### src/rtl/alu_rf_sequencer.sv
// Command sequencer for the ALUAndRF datapath: turns LI/ALU/CMP commands into
// read, execute and write-back cycles and returns each result on a held response.
module alu_rf_sequencer #(
    parameter int DATA_W = 32,
    parameter int CNT_W  = 16
) (
    input  logic              clk,
    input  logic              rst_n,
    input  logic              cmd_valid,
    output logic              cmd_ready,
    input  logic [1:0]        cmd_op,
    input  logic [4:0]        cmd_rd,
    input  logic [4:0]        cmd_rs,
    input  logic [4:0]        cmd_rt,
    input  logic [3:0]        cmd_funct,
    input  logic [DATA_W-1:0] cmd_imm,
    output logic [4:0]        Read1,
    output logic [4:0]        Read2,
    output logic [4:0]        WriteReg,
    output logic              RegWrite,
    output logic [DATA_W-1:0] WriteData,
    output logic [3:0]        FuncCode,
    output logic [1:0]        ALUOp,
    input  logic              Zero,
    input  logic [DATA_W-1:0] ALUOut,
    output logic              rsp_valid,
    input  logic              rsp_ready,
    output logic [DATA_W-1:0] rsp_result,
    output logic              rsp_zero,
    output logic              rsp_err,
    output logic [CNT_W-1:0]  done_count
);

    typedef enum logic [1:0] {IDLE, EXEC, WB, RESP} state_t;

    localparam logic [1:0] OP_LI  = 2'b00;
    localparam logic [1:0] OP_ALU = 2'b01;
    localparam logic [1:0] OP_CMP = 2'b10;

    state_t              state_q;
    logic [1:0]          op_q;
    logic [4:0]          rd_q;
    logic [4:0]          read1_q;
    logic [4:0]          read2_q;
    logic [4:0]          wreg_q;
    logic                regwrite_q;
    logic [DATA_W-1:0]   wdata_q;
    logic [3:0]          func_q;
    logic [1:0]          aluop_q;
    logic                rsp_valid_q;
    logic [DATA_W-1:0]   result_q;
    logic                zero_q;
    logic                err_q;
    logic [CNT_W-1:0]    done_q;
    logic [CNT_W-1:0]    done_d;

    assign done_d = done_q + CNT_W'(1);

    always_ff @(posedge clk or negedge rst_n) begin
        if (!rst_n) begin
            state_q     <= IDLE;
            op_q        <= '0;
            rd_q        <= '0;
            read1_q     <= '0;
            read2_q     <= '0;
            wreg_q      <= '0;
            regwrite_q  <= 1'b0;
            wdata_q     <= '0;
            func_q      <= '0;
            aluop_q     <= '0;
            rsp_valid_q <= 1'b0;
            result_q    <= '0;
            zero_q      <= 1'b0;
            err_q       <= 1'b0;
            done_q      <= '0;
        end else begin
            // Datapath strobes are one-cycle pulses; they fall back to 0 unless re-armed below.
            read1_q    <= '0;
            read2_q    <= '0;
            wreg_q     <= '0;
            regwrite_q <= 1'b0;
            wdata_q    <= '0;
            func_q     <= '0;
            aluop_q    <= '0;
            case (state_q)
                IDLE: begin
                    if (cmd_valid) begin
                        op_q  <= cmd_op;
                        rd_q  <= cmd_rd;
                        err_q <= 1'b0;
                        case (cmd_op)
                            OP_LI: begin
                                state_q    <= WB;
                                result_q   <= cmd_imm;
                                zero_q     <= (cmd_imm == '0);
                                wreg_q     <= cmd_rd;
                                regwrite_q <= 1'b1;
                                wdata_q    <= cmd_imm;
                            end
                            OP_ALU, OP_CMP: begin
                                state_q <= EXEC;
                                read1_q <= cmd_rs;
                                read2_q <= cmd_rt;
                                aluop_q <= (cmd_op == OP_ALU) ? 2'b10 : 2'b01;
                                func_q  <= (cmd_op == OP_ALU) ? cmd_funct : 4'b0000;
                            end
                            default: begin
                                state_q     <= RESP;
                                result_q    <= '0;
                                zero_q      <= 1'b0;
                                err_q       <= 1'b1;
                                rsp_valid_q <= 1'b1;
                            end
                        endcase
                    end
                end
                EXEC: begin
                    result_q <= ALUOut;
                    zero_q   <= Zero;
                    if (op_q == OP_ALU) begin
                        state_q    <= WB;
                        wreg_q     <= rd_q;
                        regwrite_q <= 1'b1;
                        wdata_q    <= ALUOut;
                    end else begin
                        state_q     <= RESP;
                        rsp_valid_q <= 1'b1;
                    end
                end
                WB: begin
                    state_q     <= RESP;
                    rsp_valid_q <= 1'b1;
                end
                RESP: begin
                    if (rsp_ready) begin
                        state_q     <= IDLE;
                        rsp_valid_q <= 1'b0;
                        done_q      <= done_d;
                    end
                end
                default: state_q <= IDLE;
            endcase
        end
    end

    assign cmd_ready  = (state_q == IDLE);
    assign Read1      = read1_q;
    assign Read2      = read2_q;
    assign WriteReg   = wreg_q;
    assign RegWrite   = regwrite_q;
    assign WriteData  = wdata_q;
    assign FuncCode   = func_q;
    assign ALUOp      = aluop_q;
    assign rsp_valid  = rsp_valid_q;
    assign rsp_result = result_q;
    assign rsp_zero   = zero_q;
    assign rsp_err    = err_q;
    assign done_count = done_q;

endmodule

### config.mk
export PLATFORM = sky130hd
export DESIGN_NAME = alu_rf_sequencer
export DESIGN_NICKNAME = d
export VERILOG_FILES = /design/src/rtl/alu_rf_sequencer.sv
export SDC_FILE = /design/constraint.sdc
export NUM_CORES = 1
export LEC_CHECK = 0
export CAP_MARGIN = 30
export CELL_PAD_IN_SITES_DETAIL_PLACEMENT = 2
export CELL_PAD_IN_SITES_GLOBAL_PLACEMENT = 2
export CORE_MARGIN = 3
export CORE_UTILIZATION = 38
export DETAILED_ROUTE_END_ITERATION = 16
export DONT_BUFFER_PORTS = 1
export PLACE_DENSITY = 0.77
export SLEW_MARGIN = 20
export SYNTH_ARGS = -nofsm -noshare
export SYNTH_HDL_FRONTEND = slang
export SYNTH_SLANG_ARGS = --single-unit
### constraint.sdc
create_clock -name clk -period 2.5 [get_ports clk]
set_clock_uncertainty 0.15 [all_clocks]
set_input_delay 0.5 -clock clk [delete_from_list [all_inputs] [get_ports clk]]
set_output_delay 0.5 -clock clk [all_outputs]
set_load 0.1 [all_outputs]
==> results of run 1 <==
[where the power goes]
group	internal (W)	total [W]	leakage (nW)	switching, W
clock	0.00144	0.00225	0.280	0.000809
sequential	0.00228	0.00264	1.52	0.000357
combinational	0.00100	0.00473	1.28	0.00372
total	0.00472	0.00961	3.07	0.00489
[layout make-up]
| class | count | area (um2) |
|---|---|---|
| Clock inverter | 4 | 20.0 |
| Sequential cell | 114 | 2850 |
| Timing Repair Buffer | 112 | 841 |
| Inverter | 10 | 37.5 |
| Tap cell | 164 | 205 |
| Fill cell | 1168 | 5560 |
| Multi-Input combinational cell | 242 | 1700 |
| Clock buffer | 28 | 537 |
[critical path: cells and delay by family (launching register included)]
kind,cells,cell delay (ns)
buffers and inverters,3,0.52
adders and majority gates,1,0.47
DFF,1,0.41
and+or+nand+nor,1,0.35
AOI/OAI and AO/OA,1,0.20
[cells in the mapped netlist (2+ instances only)]
cell type,number,area [um2]
xor2_1,4,35.0
a22oi_1,31,233
nor4_1,8,50.1
nor2_1,8,30.0
nand4_1,3,18.8
inv_1,8,30.0
a211oi_1,2,15.0
a22o_1,37,324
clkbuf_1,12,45.0
xnor2_1,11,96.3
and3_1,15,93.8
ha_1,9,113
nand2_1,39,146
a21oi_1,2,10.0
nand3_1,8,40.0
buf_2,7,35.0
dfrtp_1,114,2850
o21ai_1,32,160
nor3_1,2,10.0
mux2_1,9,101
and2_1,5,31.3
buf_4,6,45.0
inv_2,2,7.51
or2_1,2,12.5
[final timing paths]
kind,from,to,slack [ns]
worst min register to register,done_count[15],done_count[15],0.33
worst max register to register,state_q[1],WriteData[0],0.32
worst max-delay path,state_q[1],WriteData[0],0.32
min in group clk,cmd_funct[0],FuncCode[0],0.06
worst min-delay path,rst_n,WriteData[1],-0.37
max in group asynchronous,rst_n,rd_q[1],2.41
[routing by layer]
layer  global-route usage (%)  vias up  wire [um]
li1                         -     1617          -
met1                     26.8     1933       5880
met2                     44.9      139       8840
met3                     7.81       33       1180
met4                     9.48        0        384
met5                        0        -          0
[through the flow]
stage / hold WS [ns] / instances / utilization (%) / setup slack [ns] / total power (W)
floorplan: 0.0544 / 391 / - / 0.268 / 0.00627
global placement: 0.0575 / 642 / 48.0 / 0.382 / 0.00718
detailed placement: 0.0564 / 642 / 48.0 / 0.255 / 0.00737
CTS: -0.389 / 674 / 52.7 / 0.307 / 0.00971
global route: -0.395 / 674 / 52.7 / 0.225 / 0.0100
finish: -0.369 / 674 / 52.7 / 0.317 / 0.00961
[cell families (layout without fill, tap and decap cells)]
logic type | Yosys count | after routing | synth area share [%]
AO/OA/AOI/OAI | 109 | 109 | 16.7
buffers and inverters | 35 | 154 | 3.46
multiplexers | 10 | 10 | 2.40
adder cells (fa/ha/maj) | 9 | 9 | 2.40
XOR/XNOR | 15 | 15 | 2.80
flip-flops | 114 | 114 | 60.8
AND/OR/NAND/NOR | 99 | 99 | 11.5
[flip-flops by register name, indices dropped and copies added (netlist names), 4 cells and up]
signal,cells
FuncCode,4
Read2,5
WriteReg,5
rd_q,5
Read1,5
WriteData,32
done_count,16
rsp_result,32
==> out/qor.txt, run 1 <==
Leakage: 3.07 nW
Nets: 596
Min Hold Slack: -0.369 ns
Crit path kind: register to register
CTS tree: yes
Syn nets: 490
RD Place Congestion: 0.766
Global-route usage over all layers: 24.7%
Element type at the critical path start: register
Initial antenna violation count: 0
Tmin final: 2.18 ns
RSZ-0062 raised after global routing: no
FP Rows: 39
Top FF cell, synth: dfrtp_1
CTS Sinks: 114
Sequential area share after synthesis: 60.8%
Flop and latch count out of synthesis: 114
Synth cell types: 39
Synthesized area: 0.00469 mm2
Highest-count cells in the layout ignoring fill and taps: dfrtp_1 (114), buf_4 (112), nand2_1 (39)
Number of synthesized flops with an enable pin: 0
Die area: 0.0137 mm2
Vias/cell: 5.52
Io pins: 196
Diode count: 0
Rel. slew slack: 34.7%
CP max FO: 16
Status: finished, violations left
Fraction of the cycle the final worst path needs: 87.3%
Syn_area_per_cell: 12.0 um2
Core Box Area: 0.0118 mm2
Worst-margin pin slew: 0.980 ns
Final-report setup violation count: 0
Cells along the critical path: inv_1 > ha_2 > inv_2 > nor2_4 > buf_4 > a22o_1
Failing checks: negative hold slack
Hold crit path type: input pin to asynchronous set/reset pin
Gr ovfl total: 0
Clock Latency Late Sink: 0.41 ns
Post-CTS Setup Inserts: 0
Pwr Density: 1550 mW/mm2
Crit. End Element: register
Vias in the first global route: 4301
Async SR Flop Fraction: 100%
Post-Place Cell Area: 0.00564 mm2
Fmax: 458 MHz
Area Overhead vs Synth: 32.0%
Worst VDD drop: 0.571 mV
Number of DRC markers in iteration 0: 181
Worst-case reg-to-reg path depth: 6
Largest net degree at the start of global routing: 115
Synthesized instance count: 391
TritonCTS Buffers: 17
Setup TNS: 0 ns
Via count: 3722
Max-slew violations: 0
Port Buffer Count: 0
CTS root buf: clkbuf_16
HPWL after DPL: 11200 um
Hold Fails Final Rpt: 114
Maxcap violations: 0
Antenna-violating nets left: 0
Layout cells sized above 1: 30.4%
Worst Path Arrival: 2.38 ns
Critical Path RT: 2.69 ns
Starting density of the core: 39.9%
CTS H-tree lvls: 4
Die Y: 117 um
Remaining DRCs: 0
Die X: 117 um
CTS-repair resized insts: 0
Warnings, synthesis: 0
Drt wl/cell: 24.2 um
Final wirelength: 16300 um
Clk buf depth: 2
First-pass GRT wire length: 25100 um
Largest stage delay on the critical path: 0.47 ns
First-pass DRT Iterations: 4
Slowest stage cell, crit path: ha_2
Reg clk slew, reported paths: 0.05 ns
Post-route cell area: 0.00620 mm2
Most common cell after layout, fill and taps aside: dfrtp_1
Power figures use the tool's default switching activity.
==> run 2, diff against run 1 <==
--- a/config.mk
+++ b/config.mk
@@ -12,7 +12,9 @@
 export CORE_UTILIZATION = 38
 export DETAILED_ROUTE_END_ITERATION = 16
 export DONT_BUFFER_PORTS = 1
+export HOLD_SLACK_MARGIN = 0.05
 export PLACE_DENSITY = 0.77
+export RECOVER_POWER = 100
 export SLEW_MARGIN = 20
 export SYNTH_ARGS = -nofsm -noshare
 export SYNTH_HDL_FRONTEND = slang
==> run 2 against run 1 <==
Effect of this change: the run still ends with negative hold slack left; setup slack got worse by 0.039 ns; critical path depth unchanged; routed wire length decreased by 0.13%; combinational power decreased by 5.9%; hold slack got worse by 0.0012 ns; utilization decreased by 2.4 points; first-iteration DRC count decreased by 2.8%; sequential share of layout area increased by 2.2 points; register-to-register slack got worse by 0.04 ns; final cell count increased by 0.30%; die area unchanged; critical endpoint unchanged; largest cell class unchanged.
==> out/qor.txt, run 2 (same netlist as run 1, synthesis figures left out) <==
Tot Pwr: 0.00933 W (-3.0%)
CTS H-tree lvls: 4 (unchanged)
Slowest stage cell, crit path: ha_2
Global-route usage over all layers: 24.7% (unchanged)
Pwr Density: 1580 mW/mm2 (+1.6%)
Die area: 0.0137 mm2 (unchanged)
CTS root buf: clkbuf_16
Hold Fails Final Rpt: 114 (unchanged)
Clock Latency Late Sink: 0.41 ns (about the same)
Area Overhead vs Synth: 26.1%
Starting density of the core: 39.9% (unchanged)
Vias in the first global route: 4322 (+0.49%)
Crit path kind: register to register
Largest net degree at the start of global routing: 115 (unchanged)
First-pass DRT Iterations: 4 (unchanged)
Int Pwr: 0.00448 W (-5.1%)
Cells along the critical path: inv_1 > ha_2 > inv_1 > nor2_4 > buf_4 > a22o_1
Clk buf depth: 2 (unchanged)
CTS tree: yes
Worst Path Arrival: 2.41 ns (+0.03 ns)
Io pins: 196 (unchanged)
Highest-count cells in the layout ignoring fill and taps: dfrtp_1 (114), clkbuf_2 (103), nand2_1 (39)
Maxcap violations: 0 (unchanged)
Initial antenna violation count: 0 (unchanged)
Setup TNS: 0 ns (unchanged)
Status: finished, violations left
TritonCTS Buffers: 17 (unchanged)
Worst VDD drop: 0.597 mV (+4.6%)
CP max FO: 16 (unchanged)
CTS Sinks: 114 (unchanged)
Element type at the critical path start: register
Worst-margin pin slew: 0.979 ns (-0.000966 ns)
Switching power: 0.00484 W (-0.98%)
Combinational share of power: 47.7% (-1.5 points)
First-pass GRT wire length: 25100 um (about the same)
Diode count: 0 (unchanged)
Final-report setup violation count: 0 (unchanged)
Antenna-violating nets left: 0 (unchanged)
Final wirelength: 16300 um (-0.13%)
WP buf/inv: 3 (unchanged)
Number of DRC markers in iteration 0: 176 (-2.8%)
Drt wl/cell: 24.1 um (-0.42%)
Rel. slew slack: 34.7% (+0.064 points)
Nets: 598 (+0.34%)
Vias/cell: 5.50 (-0.32%)
Seq pwr share: 28.2% (+0.8 points)
Layout cells sized above 1: 28.7% (-1.7 points)
Fmax: 450 MHz (-1.7%)
Min Hold Slack: -0.370 ns (-0.00120 ns)
Gr ovfl total: 0 (unchanged)
Max-slew violations: 0 (unchanged)
RD Place Congestion: 0.766 (unchanged)
Die X: 117 um (unchanged)
RSZ-0062 raised after global routing: no
Leakage: 2.99 nW (-2.8%)
Tmin final: 2.22 ns (+0.0386 ns)
Remaining DRCs: 0 (unchanged)
Via count: 3721 (-0.027%)
CTS Hold Buffers Added: 2
Switching share of total power: 51.9% (+1.1 points)
Hold crit path type: input pin to asynchronous set/reset pin
Post-CTS Setup Inserts: 0 (unchanged)
HPWL after DPL: 11200 um (unchanged)
Failing checks: negative hold slack
Top delay family on crit path: buffers and inverters
FP Rows: 39 (unchanged)
Clock network power share: 24.1% (+0.7 points)
Die Y: 117 um (unchanged)
Crit. End Element: register
Fraction of the cycle the final worst path needs: 88.9% (+1.5 points)
CTS-repair resized insts: 0 (unchanged)
Core Box Area: 0.0118 mm2 (unchanged)
Critical Path RT: 2.69 ns (about the same)
Port Buffer Count: 0 (unchanged)
Most common cell after layout, fill and taps aside: dfrtp_1
Largest stage delay on the critical path: 0.45 ns (-0.02 ns)
Reg clk slew, reported paths: 0.06 ns (about the same)
Most used cell, CP: inv_1
## run 2: cell types whose count changed in the layout (fill, tap and decap cells not counted), sizes merged
cell	before	now
buf	112	9
dlygate4sd3	0	2
clkbuf	28	131
## run 2: power by group through the flow
stage	sequential (W)	combinational, W	clock [W]
2_1_floorplan	0.00505	0.00122	0
3_3_place_gp	0.00262	0.00456	0
3_5_place_dp	0.00265	0.00471	0
4_1_cts	0.00264	0.00477	0.00230
5_1_grt	0.00267	0.00467	0.00240
6_report	0.00263	0.00445	0.00225
## run 2: stage by stage
step	worst slack (ns)	utilization [%]	cells	instance area, um2
after global routing	0.141	50.3	676	5920
after floorplan	0.268	-	391	4700
after CTS	0.307	52.9	676	6220
after global placement	0.382	48.0	642	5640
after detailed placement	0.255	48.0	642	5640
final	0.279	50.3	676	5920
## run 2: final cells by class
type | instances | area [um2]
fillers | 1213 | 5840
flip-flops and latches | 114 | 2850
multi-input cells | 242 | 1660
repair buffers | 114 | 603
clock buffers | 28 | 537
well taps | 164 | 205
inverters | 10 | 37.5
clock inverters | 4 | 20.0
## run 2: worst paths after layout
path                                      from             end  slack [ns]  cells past startpoint
worst max-delay path                state_q[1]    WriteData[0]        0.28                      6
worst min-delay path                     rst_n    WriteData[9]       -0.37                      0
worst max register to register      state_q[1]    WriteData[0]        0.28                      6
worst min register to register  done_count[15]  done_count[15]        0.33                      1
max in group asynchronous                rst_n        Read1[3]        2.46                      0
min in group clk                   cmd_imm[22]   WriteData[22]        0.06                      1
## run 2: routing by layer
layer | part of all wire [%] | wire length, um | vias to the layer above | GRT usage [%]
met5 | 0 | 0 | - | 0
met4 | 2.5 | 413 | 0 | 9.86
met3 | 7.4 | 1200 | 30 | 7.87
met2 | 54 | 8800 | 131 | 44.7
met1 | 36 | 5850 | 1933 | 26.7
li1 | - | - | 1627 | -
==> run 3, diff against run 2 <==
--- a/config.mk
+++ b/config.mk
@@ -15,7 +15,8 @@
 export HOLD_SLACK_MARGIN = 0.05
 export PLACE_DENSITY = 0.77
 export RECOVER_POWER = 100
-export SLEW_MARGIN = 20
+export SLEW_MARGIN = 5
 export SYNTH_ARGS = -nofsm -noshare
 export SYNTH_HDL_FRONTEND = slang
 export SYNTH_SLANG_ARGS = --single-unit
+export TNS_END_PERCENT = 30
==> results of run 3 <==
No change in the layout: final DEF, timing and power equal those of run 2.
